$ cat src/rtl/mmio_shift_led_if.sv
// CPU-side register bus for the shift-register LED driver.
// Reads are combinational; writes are single-cycle strobes.
interface mmio_shift_led_if;
  logic [31:0] rw_addr;
  logic [31:0] w_data;
  logic        w_en;
  logic [31:0] r_data;
  logic        r_hit;

  modport master (output rw_addr, w_data, w_en, input r_data, r_hit);
  modport slave  (input rw_addr, w_data, w_en, output r_data, r_hit);
endinterface

$ cat src/rtl/mmio_shift_led.sv
// Memory-mapped multi-channel driver for 74HC595-style serial chains.
// Each channel has a data register, a one-deep pending buffer and a sticky overrun flag.
module mmio_shift_led #(
  parameter int unsigned NUM_CH      = 2,
  parameter int unsigned DATA_W      = 8,
  parameter int unsigned CLK_DIV     = 2,
  parameter logic [31:0] BASE_ADDR   = 32'h0000_03c0,
  parameter logic [31:0] STATUS_ADDR = 32'h0000_03f8
) (
  input  logic              clock,
  input  logic              reset,
  mmio_shift_led_if.slave   bus,
  output logic [NUM_CH-1:0] ser_out,
  output logic [NUM_CH-1:0] sclk_out,
  output logic [NUM_CH-1:0] latch_out
);
  localparam int unsigned DIV_W = $clog2(2 * CLK_DIV);
  localparam int unsigned BIT_W = (DATA_W > 1) ? $clog2(DATA_W) : 1;

  typedef enum logic [1:0] {ST_IDLE, ST_SHIFT, ST_LATCH} state_t;

  logic                           aligned;
  logic                           status_wr;
  logic [NUM_CH-1:0]              busy;
  logic [NUM_CH-1:0]              pend;
  logic [NUM_CH-1:0]              ovr;
  logic [NUM_CH-1:0][DATA_W-1:0]  shadow;
  logic                           unused_w_data;

  assign aligned       = (bus.rw_addr[1:0] == 2'b00);
  assign status_wr     = bus.w_en && aligned && (bus.rw_addr == STATUS_ADDR);
  assign unused_w_data = ^bus.w_data;

  // Combinational read mux: status word or zero-extended shadow of a channel
  always_comb begin
    bus.r_data = '0;
    bus.r_hit  = 1'b0;
    if (bus.rw_addr == STATUS_ADDR) begin
      bus.r_hit                            = 1'b1;
      bus.r_data[NUM_CH-1:0]               = busy;
      bus.r_data[2*NUM_CH-1:NUM_CH]        = pend;
      bus.r_data[3*NUM_CH-1:2*NUM_CH]      = ovr;
    end
    for (int i = 0; i < NUM_CH; i++) begin
      if (bus.rw_addr == BASE_ADDR + 32'(4 * i)) begin
        bus.r_hit  = 1'b1;
        bus.r_data = 32'(shadow[i]);
      end
    end
  end

  for (genvar g = 0; g < NUM_CH; g++) begin : g_ch
    localparam logic [31:0] CH_ADDR = BASE_ADDR + 32'(4 * g);

    state_t            st_q, st_d;
    logic [DIV_W-1:0]  div_q, div_d;
    logic [BIT_W-1:0]  bit_q, bit_d;
    logic [DATA_W-1:0] sh_q, sh_d;
    logic [DATA_W-1:0] pbuf_q, pbuf_d;
    logic [DATA_W-1:0] shadow_q, shadow_d;
    logic              pend_q, pend_d;
    logic              ovr_q, ovr_d;
    logic              ser_q, sclk_q, latch_q;
    logic              wr, clr, xfer, ovr_set;

    assign wr  = bus.w_en && aligned && (bus.rw_addr == CH_ADDR);
    assign clr = status_wr && bus.w_data[2*NUM_CH+g];

    always_ff @(posedge clock or posedge reset) begin
      if (reset) begin
        st_q     <= ST_IDLE;
        div_q    <= '0;
        bit_q    <= '0;
        sh_q     <= '0;
        pbuf_q   <= '0;
        shadow_q <= '0;
        pend_q   <= 1'b0;
        ovr_q    <= 1'b0;
        ser_q    <= 1'b0;
        sclk_q   <= 1'b0;
        latch_q  <= 1'b0;
      end else begin
        st_q     <= st_d;
        div_q    <= div_d;
        bit_q    <= bit_d;
        sh_q     <= sh_d;
        pbuf_q   <= pbuf_d;
        shadow_q <= shadow_d;
        pend_q   <= pend_d;
        ovr_q    <= ovr_d;
        // Pins are registered from next-state so they line up with the state itself
        ser_q    <= (st_d == ST_SHIFT) && sh_d[DATA_W-1];
        sclk_q   <= (st_d == ST_SHIFT) && (div_d >= DIV_W'(CLK_DIV));
        latch_q  <= (st_d == ST_LATCH);
      end
    end

    always_comb begin
      st_d     = st_q;
      div_d    = div_q;
      bit_d    = bit_q;
      sh_d     = sh_q;
      pbuf_d   = pbuf_q;
      shadow_d = shadow_q;
      pend_d   = pend_q;
      xfer     = 1'b0;
      ovr_set  = 1'b0;

      case (st_q)
        ST_IDLE: begin
          if (wr) begin
            st_d  = ST_SHIFT;
            sh_d  = bus.w_data[DATA_W-1:0];
            bit_d = BIT_W'(DATA_W - 1);
            div_d = '0;
          end
        end
        ST_SHIFT: begin
          if (div_q == DIV_W'(2 * CLK_DIV - 1)) begin
            div_d = '0;
            if (bit_q == '0) begin
              st_d = ST_LATCH;
            end else begin
              bit_d = bit_q - BIT_W'(1);
              sh_d  = sh_q << 1;
            end
          end else begin
            div_d = div_q + DIV_W'(1);
          end
        end
        ST_LATCH: begin
          if (div_q == DIV_W'(CLK_DIV - 1)) begin
            div_d = '0;
            if (pend_q) begin
              st_d   = ST_SHIFT;
              sh_d   = pbuf_q;
              bit_d  = BIT_W'(DATA_W - 1);
              pend_d = 1'b0;
              xfer   = 1'b1;
            end else begin
              st_d = ST_IDLE;
            end
          end else begin
            div_d = div_q + DIV_W'(1);
          end
        end
        default: st_d = ST_IDLE;
      endcase

      // A write racing the pending->shifter transfer refills pending without overrun
      if (wr) begin
        shadow_d = bus.w_data[DATA_W-1:0];
        if (st_q != ST_IDLE) begin
          pbuf_d  = bus.w_data[DATA_W-1:0];
          ovr_set = pend_q && !xfer;
          pend_d  = 1'b1;
        end
      end
      ovr_d = ovr_set | (ovr_q & ~clr);
    end

    assign busy[g]      = (st_q != ST_IDLE);
    assign pend[g]      = pend_q;
    assign ovr[g]       = ovr_q;
    assign shadow[g]    = shadow_q;
    assign ser_out[g]   = ser_q;
    assign sclk_out[g]  = sclk_q;
    assign latch_out[g] = latch_q;
  end
endmodule

$ cat src/flat_wrapper.sv
// flat-port wrapper written by rule: the top's interface ports become plain ports
module mmio_shift_led_flat 
#(
  parameter int unsigned NUM_CH      = 2,
  parameter int unsigned DATA_W      = 8,
  parameter int unsigned CLK_DIV     = 2,
  parameter logic [31:0] BASE_ADDR   = 32'h0000_03c0,
  parameter logic [31:0] STATUS_ADDR = 32'h0000_03f8
)
  (clock, reset, ser_out, sclk_out, latch_out, bus_rw_addr, bus_w_data, bus_w_en, bus_r_data, bus_r_hit);
  mmio_shift_led_if bus_i ();
  input  logic clock;
  input  logic reset;
  output logic [NUM_CH-1:0] ser_out;
  output logic [NUM_CH-1:0] sclk_out;
  output logic [NUM_CH-1:0] latch_out;
  input wire logic [$bits(bus_i.rw_addr)-1:0] bus_rw_addr;
  input wire logic [$bits(bus_i.w_data)-1:0] bus_w_data;
  input wire logic [$bits(bus_i.w_en)-1:0] bus_w_en;
  output wire logic [$bits(bus_i.r_data)-1:0] bus_r_data;
  output wire logic [$bits(bus_i.r_hit)-1:0] bus_r_hit;
  assign bus_i.rw_addr = bus_rw_addr;
  assign bus_i.w_data = bus_w_data;
  assign bus_i.w_en = bus_w_en;
  assign bus_r_data = bus_i.r_data;
  assign bus_r_hit = bus_i.r_hit;
  mmio_shift_led #(.NUM_CH(NUM_CH), .DATA_W(DATA_W), .CLK_DIV(CLK_DIV), .BASE_ADDR(BASE_ADDR), .STATUS_ADDR(STATUS_ADDR)) u_core (.clock(clock), .reset(reset), .bus(bus_i), .ser_out(ser_out), .sclk_out(sclk_out), .latch_out(latch_out));
endmodule
$ cat config.mk
export PLATFORM = sky130hd
export DESIGN_NAME = mmio_shift_led_flat
export DESIGN_NICKNAME = d
export VERILOG_FILES = /design/src/rtl/mmio_shift_led_if.sv /design/src/rtl/mmio_shift_led.sv /design/src/flat_wrapper.sv
export SDC_FILE = /design/constraint.sdc
export NUM_CORES = 1
export LEC_CHECK = 0
export CAP_MARGIN = 0
export CORE_ASPECT_RATIO = 0.9
export CORE_UTILIZATION = 53
export CTS_CLUSTER_SIZE = 12
export DETAILED_ROUTE_END_ITERATION = 7
export PLACE_DENSITY_LB_ADDON = 0.2
export SYNTH_ARGS = -nofsm -noshare
export SYNTH_HDL_FRONTEND = slang
export SYNTH_SLANG_ARGS = --single-unit
export TNS_END_PERCENT = 100
$ cat constraint.sdc
create_clock -name clock -period 5.4 [get_ports clock]
set_input_delay 1.08 -clock clock [delete_from_list [all_inputs] [get_ports clock]]
set_output_delay 1.08 -clock clock [all_outputs]
set_load 0.01 [all_outputs]
==> results of run 1 <==
worst max-delay path: stages:
cell and delay [ps]:
clkdlybuf4s50_1 390, nor4_1 490, nand3_1 280, or2_1 280, or3_1 400, o21ai_0 270
clkdlybuf4s50_1 590
state kept, by name, summed over array words and instances, names as in the netlist, named ones only:
signal	flops
u_core.g_ch.bit_q	6
u_core.g_ch.div_q	3
u_core.g_ch.latch_q	2
u_core.g_ch.ovr_q	2
u_core.g_ch.pbuf_q	16
u_core.g_ch.pend_q	2
u_core.g_ch.sclk_q	2
u_core.g_ch.ser_q	2
u_core.g_ch.sh_q	16
u_core.g_ch.shadow_q	16
u_core.g_ch.st_q	4
stage by stage:
step,area (um^2),util (%)
finish,4780,66.19
global route,4780,66.19
CTS,4780,66.19
detailed placement,4573,63.33
global placement,4573,63.33
floorplan,4139,-
cells by family after synthesis:
logic type	Yosys count	share of synthesized area, %
flops	72	44.46
other cells	1	0.09253
mux	39	10.65
compound gates	96	17.32
buf+inv	60	8.552
simple gates	98	15.84
fa+ha+maj	10	3.087
cell usage after synthesis (3+ instances only):
| cell | instances |
|---|---|
| a21oi_1 | 11 |
| a31oi_1 | 4 |
| a221o_1 | 8 |
| buf_4 | 30 |
| ha_1 | 10 |
| o31ai_1 | 4 |
| nand3_1 | 7 |
| nand4_1 | 3 |
| nor4_4 | 5 |
| or3_1 | 5 |
| a22oi_1 | 4 |
| nor2_1 | 16 |
| inv_1 | 17 |
| o22ai_1 | 8 |
| mux2i_1 | 6 |
| nor2b_1 | 3 |
| o21ai_0 | 17 |
| a221oi_1 | 8 |
| clkbuf_1 | 10 |
| dfrtp_1 | 72 |
| nor3_1 | 6 |
| nand2_1 | 26 |
| a22o_1 | 8 |
| nand2b_1 | 5 |
| a2bb2oi_1 | 8 |
| mux2_2 | 33 |
| o41ai_1 | 3 |
| nor4_1 | 5 |
area by class of cell:
type	instances	share of cell area, %
Clock buffer	12	3.246
Inverter	17	1.335
Sequential cell	72	37.70
Timing Repair Buffer	61	12.57
Tap cell	93	2.435
Clock inverter	4	1.073
Multi-Input combinational cell	267	41.65
worst paths after layout:
kind	from	to	slack [ps]	cells after the start
max	bus_rw_addr[22]	bus_r_data[1]	540	7
min	u_core.g_ch[0].shadow_q[4]$_DFFE_PP0P_	u_core.g_ch[0].shadow_q[4]$_DFFE_PP0P_	510	2
min reg2reg	u_core.g_ch[0].shadow_q[4]$_DFFE_PP0P_	u_core.g_ch[0].shadow_q[4]$_DFFE_PP0P_	510	2
max reg2reg	u_core.g_ch[1].bit_q[1]$_DFFE_PP0P_	u_core.g_ch[1].bit_q[0]$_DFFE_PP0P_	3030	8
max in group asynchronous	reset	u_core.g_ch[1].sh_q[7]$_DFF_PP0_	3290	3
min in group asynchronous	reset	u_core.g_ch[0].shadow_q[4]$_DFFE_PP0P_	1160	2
power by group through the flow:
stage / Combinational (uW) / Clock [uW] / Sequential [uW]
6_report: 71.6 / 445 / 539
5_1_grt: 79.3 / 476 / 539
4_1_cts: 72.3 / 450 / 539
3_5_place_dp: 71.9 / 0 / 549
3_3_place_gp: 71.0 / 0 / 549
2_1_floorplan: 38.6 / 0 / 549
metal layers:
metal	up-vias	share of wire (%)
met5	-	0
met4	0	1.1
met3	8	7.3
met2	103	48
met1	1576	44
li1	1462	-
cell usage in the layout, fill, tap and decap left out, types with 3 or more instances in the layout:
| master | count |
|---|---|
| dfrtp_1 | 72 |
| clkdlybuf4s50_1 | 57 |
| mux2_2 | 33 |
| nand2_1 | 26 |
| conb_1 | 24 |
| o21ai_0 | 17 |
| nor2_1 | 16 |
| inv_1 | 16 |
| a21oi_1 | 11 |
| clkbuf_8 | 11 |
| ha_1 | 10 |
| a221oi_1 | 8 |
| a2bb2oi_1 | 8 |
| o22ai_1 | 8 |
| a221o_1 | 8 |
| a22o_1 | 8 |
| nand3_1 | 7 |
| nor3_1 | 6 |
| mux2i_1 | 6 |
| nor4_4 | 5 |
| nor4_1 | 5 |
| or3_1 | 5 |
| nand2b_1 | 5 |
| a31oi_1 | 4 |
| a22oi_1 | 4 |
| o31ai_1 | 4 |
| buf_4 | 4 |
| nand4_1 | 3 |
| nor2b_1 | 3 |
| o41ai_1 | 3 |
==> reports/qor.csv, run 1 <==
stage,metric,value,unit
die,num_io_pins,106,
timing,fin_skew,4.640,ps
drt,drt-pass1-iter-count,4,
power_and_ir_drop,peakVddDrop,198.3,uV
power_and_ir_drop,p_sw_share,23.28,%
drt,route.detailed.drc,0,
yosys,ys_async_sr_fraction,100.0,%
yosys,syn_inst,376,
drt,routed_wl,9.348,mm
yosys,ys.flop_type,dfrtp_1,
critical_path,critPathCaptureType,output port,
power_and_ir_drop,power_per_cell_area,220.9,mW/mm^2
layout,nets,505,
power_and_ir_drop,pwr-share-comb,6.8,%
placement,place_hpwl,6.807,mm
power_and_ir_drop,p_leak,0.002172,uW
yosys,yosysWarnings,0,
critical_path,crit_arrival,3780,ps
yosys,synth.top_cell.area_share,44.46,%
timing,max_freq,0.2059,GHz
power_and_ir_drop,clkPwrFrac,42.2,%
critical_path,start_kind,primary input,
drt,wl_per_cell,17.77,um
die,core_area,0.007221,mm^2
global_routing,grt_use_met1,35.58,%
placement,place_congestion,0.8409,
global_routing,use_met2,38.08,%
die,dieHeight,84.96,um
placement,numPortBuffers,57,
placement,placed_cells,510,
timing,worst_pin_slew,953.6,ps
layout,drive_above_1_share,15.70,%
yosys,yosysTopAreaCell,dfrtp_1,
placement,dp_slack,533.2,ps
timing,setup_tns,0,ps
global_routing,antenna_found_initial,0,
yosys,syn_area,0.004053,mm^2
global_routing,grt_overflow,0,
die,dieArea,0.008001,mm^2
worst_hold_path,holdCritPathClass,flip-flop to flip-flop,
timing,timing.hold.ws,508.4,ps
timing,drv_slew,0,
timing,setup_viol,0,
drt,num_vias,3149,
drt,viasPerCell,5.987,
yosys,yosysSeqAreaShare,44.46,%
clock_tree,cts_resized,0,
power_and_ir_drop,p_int,809.9,uW
die,die_x,94.18,um
clock_tree,htreeDepth,3,
global_routing,grtUsageMet3,6.272,%
clock_tree,root_buffer,clkbuf_8,
yosys,syn_avg_cell_area,10.78,um^2
layout,areaGrowthSynthToFinish,17.94,%
power_and_ir_drop,seq_power_share,51.0,%
power_and_ir_drop,p_total,1056,uW
clock_tree,clk_latency,350,ps
timing,finalCriticalPeriod,4858,ps
global_routing,top_usage_layer,met2,
clock_tree,holdBufCountCts,0,
clock_tree,cts.sinks,72,
layout,fin_cells,526,
yosys,synth.distinct_cells,57,
yosys,synth_edf_count,0,
yosys,ys_seq_elements,72,
global_routing,grt_max_degree,39,
global_routing,grt_pass1_wl,15.32,mm
clock_tree,cts_setup_buffers,0,
layout,regArea,0.001802,mm^2
drt,drtIter0Drc,126,
die,rows,29,
timing,setup_ws,542.5,ps
layout,antennaDiodeCount,0,
timing,finalHoldViolations,0,
drt,ant_nets,0,
global_routing,grt.total_usage,25.32,%
timing,relSlewSlack,36.13,%
clock_tree,cts_tree,yes,
status,outcome,"finished, final reports clean",
critical_path,critPathRequiredTime,4320,ps
clock_tree,path_clk_slew,70,ps
layout,nFillCells,579,
flow_run,cap_violations,0,
critical_path,worstSetupPathType,primary input to output port,
clock_tree,numCtsBuffers,9,
yosys,synth_area_leaders,"dfrtp_1 (44%), mux2_2 (9.2%), buf_4 (5.6%)",
clock_tree,cts_buffer_depth,2,
power_and_ir_drop,p_sw,245.8,uW
die,floorplan.initialDensity,56.13,%
timing,min_period_over_period,89.95,%
timing,rsz0062_at_grt,no,
global_routing,grt_pass1_vias,3015,
layout,multi_input_area,0.001991,mm^2
critical_path,cp_max_fo,4,
Note: power is estimated with default switching activity, not from simulation.
==> inputs of run 2 (changes only) <==
--- a/config.mk
+++ b/config.mk
@@ -8,7 +8,8 @@
 export CAP_MARGIN = 0
 export CORE_ASPECT_RATIO = 0.9
 export CORE_UTILIZATION = 53
-export CTS_CLUSTER_SIZE = 12
+export CTS_BUF_LIST = sky130_fd_sc_hd__clkbuf_8 sky130_fd_sc_hd__clkbuf_16
+export CTS_CLUSTER_SIZE = 24
 export DETAILED_ROUTE_END_ITERATION = 7
 export PLACE_DENSITY_LB_ADDON = 0.2
 export SYNTH_ARGS = -nofsm -noshare
==> reports/qor.csv, run 2 (synthesized netlist as in run 1, its figures left out) <==
stage,metric,value,unit,change
status,outcome,"finished, final reports clean",,
layout,areaGrowthSynthToFinish,17.94,%,unchanged
timing,relSlewSlack,36.37,%,+0.24 points
layout,layout_commonest_cell,dfrtp_1,,
clock_tree,cts_resized,0,,unchanged
timing,drv_slew,0,,unchanged
timing,finalCriticalPeriod,4859,ps,+1.693 ps
critical_path,path_buf_inv,2,,unchanged
timing,finalHoldViolations,0,,unchanged
critical_path,worstReg2RegStart,u_core.g_ch[1].bit_q[1]$_DFFE_PP0P_,,
critical_path,worstSetupPathType,primary input to output port,,
global_routing,use_met2,38.08,%,unchanged
drt,viasPerCell,5.985,,about the same
global_routing,grt_overflow,0,,unchanged
global_routing,grt_pass1_vias,3015,,unchanged
global_routing,grt_pass1_wl,15.32,mm,unchanged
clock_tree,cts.sinks,72,,unchanged
global_routing,grtUsageMet3,6.272,%,unchanged
drt,route.detailed.drc,0,,unchanged
clock_tree,path_clk_slew,70,ps,about the same
placement,place_congestion,0.8409,,unchanged
layout,drive_above_1_share,15.70,%,unchanged
die,die_x,94.18,um,unchanged
layout,finish.utilization,66.19,%,unchanged
drt,routed_wl,9.355,mm,about the same
timing,rsz0062_at_grt,no,,
worst_hold_path,holdCritStartpoint,u_core.g_ch[0].shadow_q[4]$_DFFE_PP0P_,,
critical_path,crit_arrival,3780,ps,about the same
die,core_area,0.007221,mm^2,unchanged
power_and_ir_drop,power_per_cell_area,220.5,mW/mm^2,-0.19%
timing,setup_viol,0,,unchanged
clock_tree,htreeDepth,3,,unchanged
die,rows,29,,unchanged
global_routing,antenna_found_initial,0,,unchanged
timing,worst_pin_slew,950.1,ps,-3.576 ps
critical_path,reg2reg_to,u_core.g_ch[1].bit_q[0]$_DFFE_PP0P_,,
clock_tree,clk_latency,350,ps,about the same
power_and_ir_drop,p_leak,0.002176,uW,+0.19%
critical_path,crit_chain,"clkdlybuf4s50_1, nor4_1, nand3_1, or2_1, or3_1, o21ai_0, clkdlybuf4s50_1",,
global_routing,top_usage_layer,met2,,
critical_path,crit_family,simple AND/OR/NAND/NOR gates,,
clock_tree,root_buffer,clkbuf_8,,
drt,drtIter0Drc,126,,unchanged
layout,reg_top3,"u_core.g_ch.pbuf_q: 16 flops, u_core.g_ch.sh_q: 16 flops, u_core.g_ch.shadow_q: 16 flops",,
clock_tree,holdBufCountCts,0,,unchanged
die,dieArea,0.008001,mm^2,unchanged
drt,ant_nets,0,,unchanged
placement,place_hpwl,6.807,mm,unchanged
worst_hold_path,min_to,u_core.g_ch[0].shadow_q[4]$_DFFE_PP0P_,,
die,num_io_pins,106,,unchanged
drt,num_vias,3148,,-0.032%
clock_tree,numCtsBuffers,9,,unchanged
drt,wl_per_cell,17.79,um,about the same
worst_hold_path,min_path_cells,2,,unchanged
critical_path,start_kind,primary input,,
timing,min_period_over_period,89.99,%,about the same
layout,nets,505,,unchanged
layout,antennaDiodeCount,0,,unchanged
timing,max_freq,0.2058,GHz,about the same
power_and_ir_drop,peakVddDrop,198.3,uV,about the same
placement,numPortBuffers,57,,unchanged
critical_path,cpMostUsedCell,clkdlybuf4s50_1,,
clock_tree,cts_buffer_depth,2,,unchanged
flow_run,cap_violations,0,,unchanged
critical_path,critPathCaptureType,output port,,
global_routing,grt_max_degree,39,,unchanged
global_routing,grt_use_met1,35.58,%,unchanged
layout,nFillCells,579,,unchanged
layout,most-common-layout-cells,"dfrtp_1 (72), clkdlybuf4s50_1 (57), mux2_2 (33)",,
clock_tree,cts_tree,yes,,
critical_path,cp_max_fo,4,,unchanged
drt,drt-pass1-iter-count,4,,unchanged
worst_hold_path,holdCritPathClass,flip-flop to flip-flop,,
die,dieHeight,84.96,um,unchanged
die,floorplan.initialDensity,56.13,%,unchanged
critical_path,rrSetupSlack,3040,ps,about the same
global_routing,grt.total_usage,25.32,%,unchanged
critical_path,cpPeakStageDelay,590,ps,about the same
timing,fin_skew,4.670,ps,+0.03009 ps
critical_path,crit_slowest_cell,clkdlybuf4s50_1,,
clock_tree,cts_setup_buffers,0,,unchanged
timing,setup_tns,0,ps,unchanged
critical_path,critPathRequiredTime,4320,ps,about the same
critical_path,r2r_cells,8,,unchanged
==> run 2: worst min-delay path, cell delays in order, from the launching register on <==
cell and delay (ps):
dfrtp_1 360, nand2_1 50, o21ai_0 60
==> run 2: power breakdown <==
part	leakage, uW	switching, uW	internal, uW	total, uW
clock network	0.000107	206	238	444
registers	0.00100	0.00000649	539	539
logic	0.00107	40.0	31.5	71.5
==> run 2: how the worst max path moves through the flow <==
stage / from / to / slack, ps / cells past startpoint
final: bus_rw_addr[22] / bus_r_data[1] / 540 / 7
after global routing: bus_rw_addr[22] / bus_r_data[1] / 290 / 7
after CTS: bus_rw_addr[22] / bus_r_data[1] / 530 / 7
after detailed placement: bus_rw_addr[22] / bus_r_data[1] / 530 / 7
after global placement: bus_rw_addr[22] / bus_r_data[1] / 570 / 7
after floorplan: bus_rw_addr[22] / bus_r_data[0] / 1510 / 6
==> run 2: layer usage <==
metal,vias up,wire [um]
li1,1462,-
met1,1574,4152
met2,102,4437
met3,10,658
met4,0,108
met5,-,0
==> run 2: final cells by class <==
cell class                 instances  area (um^2)  area share (%)
clock inverter                     5        55.05           1.152
inverter                          17        63.81           1.335
clock buffer                      11        151.4           3.168
timing repair buffer              61        600.6           12.57
multi-input combinational        267         1991           41.65
tap                               93        116.4           2.435
sequential                        72         1802           37.70
==> run 2: per-stage QoR <==
step / std cells / setup slack [ps] / power [uW] / hold WS [ps] / cell area (um^2)
3_3_place_gp: 510 / 568.9 / 620.4 / 474.1 / 4573
6_report: 526 / 540.8 / 1054 / 508.4 / 4780
4_1_cts: 526 / 528.8 / 1059 / 511.2 / 4780
5_1_grt: 526 / 293.3 / 1092 / 526.1 / 4780
3_5_place_dp: 510 / 533.2 / 621.3 / 494.9 / 4573
2_1_floorplan: 399 / 1511 / 588.0 / 450.2 / 4139
